### config.mk
export PLATFORM = sky130hd
export DESIGN_NAME = shift_issue
export DESIGN_NICKNAME = d
export VERILOG_FILES = /design/src/rtl/shift_issue.sv
export SDC_FILE = /design/constraint.sdc
export NUM_CORES = 1
export LEC_CHECK = 0
export ABC_AREA = 1
export ABC_CLOCK_PERIOD_IN_PS = 1800
export CORE_MARGIN = 1
export CORE_UTILIZATION = 40
export DETAILED_ROUTE_END_ITERATION = 16
export PLACE_DENSITY_LB_ADDON = 0.15
export SLEW_MARGIN = 10
export SYNTH_ARGS = -nofsm -noshare
export SYNTH_HDL_FRONTEND = slang
export SYNTH_SLANG_ARGS = --single-unit
### constraint.sdc
create_clock -name clk -period 1.8 [get_ports clk]
set_clock_uncertainty 0.05 [all_clocks]
set_input_delay 0.45 -clock clk [delete_from_list [all_inputs] [get_ports clk]]
set_output_delay 0.45 -clock clk [all_outputs]
set_load 0.05 [all_outputs]
### src/rtl/shift_issue.sv
// Initiator-side controller for the multi-cycle shift unit.
// Accepts one shift op, kicks the unit, collects the result and offers it
// to writeback; busy stalls the pipeline while an op is in flight.
module shift_issue #(
  parameter int unsigned WIDTH   = 32,
  parameter int unsigned SHAMT_W = 5,
  parameter int unsigned RD_W    = 5
) (
  input  logic             clk,
  input  logic             reset,
  input  logic             req_valid,
  output logic             req_ready,
  input  logic [1:0]       req_op,
  input  logic [WIDTH-1:0] req_a,
  input  logic [WIDTH-1:0] req_b,
  input  logic [RD_W-1:0]  req_rd,
  input  logic             flush,
  output logic             sh_kick,
  output logic             sh_lshift,
  output logic             sh_unsigned,
  output logic [WIDTH-1:0] sh_a,
  output logic [WIDTH-1:0] sh_b,
  input  logic             sh_ready,
  input  logic             sh_done,
  input  logic [WIDTH-1:0] sh_q,
  output logic             wb_valid,
  input  logic             wb_ready,
  output logic [RD_W-1:0]  wb_rd,
  output logic [WIDTH-1:0] wb_data,
  output logic             busy
);

  localparam logic [1:0] OP_SLL = 2'b00;
  localparam logic [1:0] OP_SRL = 2'b01;
  localparam logic [1:0] OP_RSV = 2'b11;

  typedef enum logic [2:0] {
    S_IDLE,
    S_KICK,
    S_WAIT,
    S_DRAIN,
    S_WB
  } state_t;

  state_t state;
  state_t state_next;

  logic               accept;
  logic               bypass;
  logic               capture;
  logic               guard;
  logic               done_ok;
  logic [SHAMT_W-1:0] shamt;
  logic               unused_req_b;

  // Only the low shamt bits of req_b are meaningful.
  assign shamt        = req_b[SHAMT_W-1:0];
  assign unused_req_b = ^req_b[WIDTH-1:SHAMT_W];

  // A done seen in the first cycle after a kick may be the previous op's sticky done.
  assign done_ok = sh_done && !guard;

  assign busy     = (state != S_IDLE);
  assign wb_valid = (state == S_WB);

  // State register.
  always_ff @(posedge clk or negedge reset) begin
    if (!reset) begin
      state <= S_IDLE;
    end else begin
      state <= state_next;
    end
  end

  // Next-state, handshake and kick decode.
  always_comb begin
    state_next = state;
    req_ready  = 1'b0;
    accept     = 1'b0;
    bypass     = 1'b0;
    capture    = 1'b0;
    sh_kick    = 1'b0;
    case (state)
      S_IDLE: begin
        req_ready = !flush;
        if (req_valid && !flush) begin
          accept = 1'b1;
          if ((shamt == '0) || (req_op == OP_RSV)) begin
            bypass     = 1'b1;
            state_next = S_WB;
          end else begin
            state_next = S_KICK;
          end
        end
      end
      S_KICK: begin
        if (flush) begin
          state_next = S_IDLE;
        end else if (sh_ready) begin
          sh_kick    = 1'b1;
          state_next = S_WAIT;
        end
      end
      S_WAIT: begin
        if (flush) begin
          state_next = S_DRAIN;
        end else if (done_ok) begin
          capture    = 1'b1;
          state_next = S_WB;
        end
      end
      S_DRAIN: begin
        if (done_ok) begin
          state_next = S_IDLE;
        end
      end
      S_WB: begin
        if (flush || wb_ready) begin
          state_next = S_IDLE;
        end
      end
      default: state_next = S_IDLE;
    endcase
  end

  // Op latch, stale-done guard and result capture.
  always_ff @(posedge clk or negedge reset) begin
    if (!reset) begin
      sh_a        <= '0;
      sh_b        <= '0;
      sh_lshift   <= 1'b0;
      sh_unsigned <= 1'b0;
      wb_rd       <= '0;
      wb_data     <= '0;
      guard       <= 1'b0;
    end else begin
      guard <= sh_kick;
      if (accept) begin
        sh_a        <= req_a;
        sh_b        <= WIDTH'(shamt);
        sh_lshift   <= (req_op == OP_SLL);
        sh_unsigned <= (req_op == OP_SRL);
        wb_rd       <= req_rd;
      end
      if (bypass) begin
        wb_data <= (req_op == OP_RSV) ? '0 : req_a;
      end else if (capture) begin
        wb_data <= sh_q;
      end
    end
  end

endmodule

==> summary.md <==
| Metric | Value |
|---|---|
| Outcome | `finished, violations left` |
| Violations in the final reports | `setup timing` |
| Clock Pin Slew Worst Setup and Hold Paths | `about 0.090 ns` |
| Maximum resistive drop on vdd | `1.02 mV` |
| Diode count | `0` |
| Final layout net count | `about 850` |
| Die W | `about 110 um` |
| Share of final-layout standard cells stronger than drive strength 1 | `between 20% and 30%` |
| Io pins | `217` |
| Max Root-Sink Buffers | `2` |
| Post-DRT Antenna Nets | `0` |
| Clock tree from TritonCTS | `yes` |
| Gate count after technology mapping | `between 500 and 600` |
| Highest clock frequency the design can meet | `roughly 550 MHz` |
| Share of the yosys chip area belonging to registers | `47.1%` |
| Slew Viols, Final | `0` |
| TritonCTS sink count | `80` |
| Capturing element type of the critical path | `output pin` |
| Launching point of the worst reg2reg path | `state[1]` |
| Via count of the first global-routing pass | `around 3900` |
| Synthesis Warnings | `0` |
| RSZ-0062 raised after global routing | `yes` |
| Post-route minimum period | `~1.8 ns` |
| Clock latency reported for the late side of the worst-skew pair | `about 0.36 ns` |
| Tightest hold margin | `~0.032 ns` |
| Adder-cell area share of the yosys netlist | `0%` |
| Post-synth top area cell | `dfrtp_1` |
| Full die area | `~11000 um2` |
| Total Power Consumption | `11.7 mW` |
| Async set-reset flop share out of synthesis | `100%` |
| Routed len/inst | `13.4 um` |
| Cell Pwr Density | `around 1800 nW/um2` |
| Antenna violations before repair | `0` |
| Detailed-routing iteration count for the pre-antenna-repair pass | `5` |
| Post-route DRC | `0` |
| Synth top area cells | `dfrtp_1, nand2_1, nand3b_1` |
| Layout area overhead | `49.3%` |
| Number of max-cap violations | `0` |
| Netlist area before placement | `around 4300 um2` |
| Routed WL | `~12 mm` |
| Congestion Overflow GR | `0` |
| Count of endpoints failing hold in the final timing report | `0` |
| Dominant combinational cell family by area after synthesis | `simple AND/OR/NAND/NOR gates` |
| Area used by multi-input combinational logic | `between 1500 and 2000 um2` |
| Detailed-placement wirelength estimate | `about 8 mm` |
| Die H | `approximately 110 um` |
| Class of the most critical hold timing path | `input port to asynchronous set/reset pin` |
| Vias/cell | `around 4.6` |
| R2R Setup Slk | `between 0.1 and 0.15 ns` |
| Yosys reg bits | `80` |
| Top-area cell type share of the netlist area | `between 40% and 50%` |
| Required time of the critical path | `between 1 and 1.5 ns` |
| Arrival @ worst endpoint | `roughly 1.3 ns` |
| Leak pwr | `between 3 and 4 nW` |
| Worst Path Max Fanout | `3` |
| Synthesized area divided by synthesized cell count | `roughly 7.5 um2` |
| Number of DRC violations after detailed-routing iteration 0 | `slightly below 200` |
| Number of failing setup endpoints in the final timing report | `1` |
| Number of enable flip-flop cells after synthesis | `0` |
| Number of I/O port buffers | `162` |
| Compound-Gate Fraction of Synth Area | `between 4 and 5%` |
| Area of all placed cells without fillers | `between 6000 and 7000 um2` |
| Leading cell type by number of instances after synthesis | `nand2_1` |
| Post-synth top flop | `dfrtp_1` |
| Launching instance or port of the critical path | `state[2]` |
| Area after detailed placement | `around 5900 um2` |
| Pin count of the biggest net entering global routing | `81` |
| Fin cells | `880` |
| Worst setup SP type | `flip-flop` |
| DP Cell Count | `855` |
| Effective utilization at floorplan | `roughly two fifths` |
| Vias | `~4100` |
| Most numerous cell types in the synthesized netlist | `nand2_1, dfrtp_1, inv_1, nand3b_1, nor2_1` |
| Worst setup path class | `flip-flop to output pin` |
| Post-synthesis mux area share | `0%` |
| End point of the critical path | `sh_kick` |
| Utilization after layout | `between 60% and 70%` |
| Worst path setup slack after routing | `-0.0201 ns` |
| Global router's overall resource usage | `21.5%` |
| Worst reg-to-reg path cell count | `11` |
| End of the worst register-to-register path | `wb_data[10]` |
| Number of buffers added by the clock tree synthesis step | `9` |
| Basic-gate share of the synthesized area counting and, or, nand and nor cells | `a little over a third` |
| Number of library cell types mapped by synthesis | `24` |
| Fill cells | `about 960` |
| XOR/XNOR share of the synthesized area | `0%` |
| Sequential standard cell area | `roughly 2000 um2` |
| Final estimated routing congestion in global placement | `roughly 0.83` |
| H-Tree Depth | `3` |
| Root Buffer Master | `clkbuf_8` |
| Portion of the clock cycle consumed by the worst path in the final layout | `101%` |
| Wire length of the first global-routing pass | `18.9 mm` |
| Placeable Area | `between 10000 and 15000 um2` |
| Row count | `37` |
worst min-delay path by stage:
stage / slack [ns] / depth (start not counted) / from / end
finish: 0.03 / 2 / reset / wb_data[25]
global route: 0.08 / 2 / reset / wb_data[23]
floorplan: 0.10 / 0 / reset / guard
detailed placement: 0.42 / 2 / sh_a[31] / sh_a[31]
global placement: 0.41 / 2 / sh_b[0] / sh_b[0]
CTS: 0.07 / 2 / reset / wb_data[25]
worst max-delay path, cell delays in order (launching register included):
cell and delay (ns):
dfrtp_1 0.44, inv_2 0.14, nand3_4 0.10, nor2_4 0.13
buf_12 0.14
power by group:
part	switching (mW)	internal, mW
registers	0.516	2.66
clock network	0.737	0.796
logic	4.79	2.23
metal layers:
layer  GRT usage (%)  vias up  share of wire, %
li1                -     2026                 -
met1            28.4     1907                44
met4            7.85        0               1.7
met3            3.74       17               5.0
met5               0        -                 0
met2            35.3      130                49
timing repair:
item	4_1_cts	5_1_grt
gates resized for setup	9	11
buffers inserted	3	3
gates cloned	0	3
pin swaps	3	6
setup endpoints to repair	3	5
hold buffers	0	0
flip-flops by register name (all words and copies together), names as in the netlist:
register     count
state            3
guard            1
sh_a            32
wb_data         32
wb_rd            5
sh_lshift        1
sh_unsigned      1
sh_b             5
area by class of cell:
type | instances | share of cell area, %
Timing Repair Buffer | 194 | 29.6
Sequential cell | 80 | 31.6
Clock buffer | 9 | 1.95
Inverter | 63 | 3.76
Multi-Input combinational cell | 391 | 28.9
Tap cell | 136 | 2.68
Clock inverter | 7 | 1.60
layout by cell type (no fill, tap or decap), drive strengths merged:
| cell type | count |
|---|---|
| o21ai | 32 |
| clkbuf | 12 |
| dlygate4sd2 | 1 |
| dfrtp | 80 |
| o31ai | 1 |
| o2111ai | 1 |
| nand3 | 27 |
| nor2 | 42 |
| clkinv | 1 |
| nand4 | 1 |
| inv | 65 |
| nor3 | 1 |
| conb | 27 |
| buf | 110 |
| a21oi | 1 |
| bufinv | 2 |
| nand2 | 212 |
| clkdlybuf4s50 | 80 |
| nand3b | 45 |
| clkinvlp | 2 |
| or2 | 1 |
logic make-up (layout without fill, tap and decap cells):
group                  Yosys count  in the layout
other                            1             27
flip-flops                      80             80
AO/OA/AOI/OAI                   35             35
AND/OR/NAND/NOR                329            329
buffers and inverters          119            273
through the flow:
step | setup slack, ns | setup TNS, ns
finish | -0.0201 | -0.0201
floorplan | 0.00361 | 0
global placement | -0.249 | -8.73
global route | -0.0793 | -0.194
CTS | -0.0543 | -0.0902
detailed placement | -0.256 | -8.96
(Power assumes the default switching activity.)
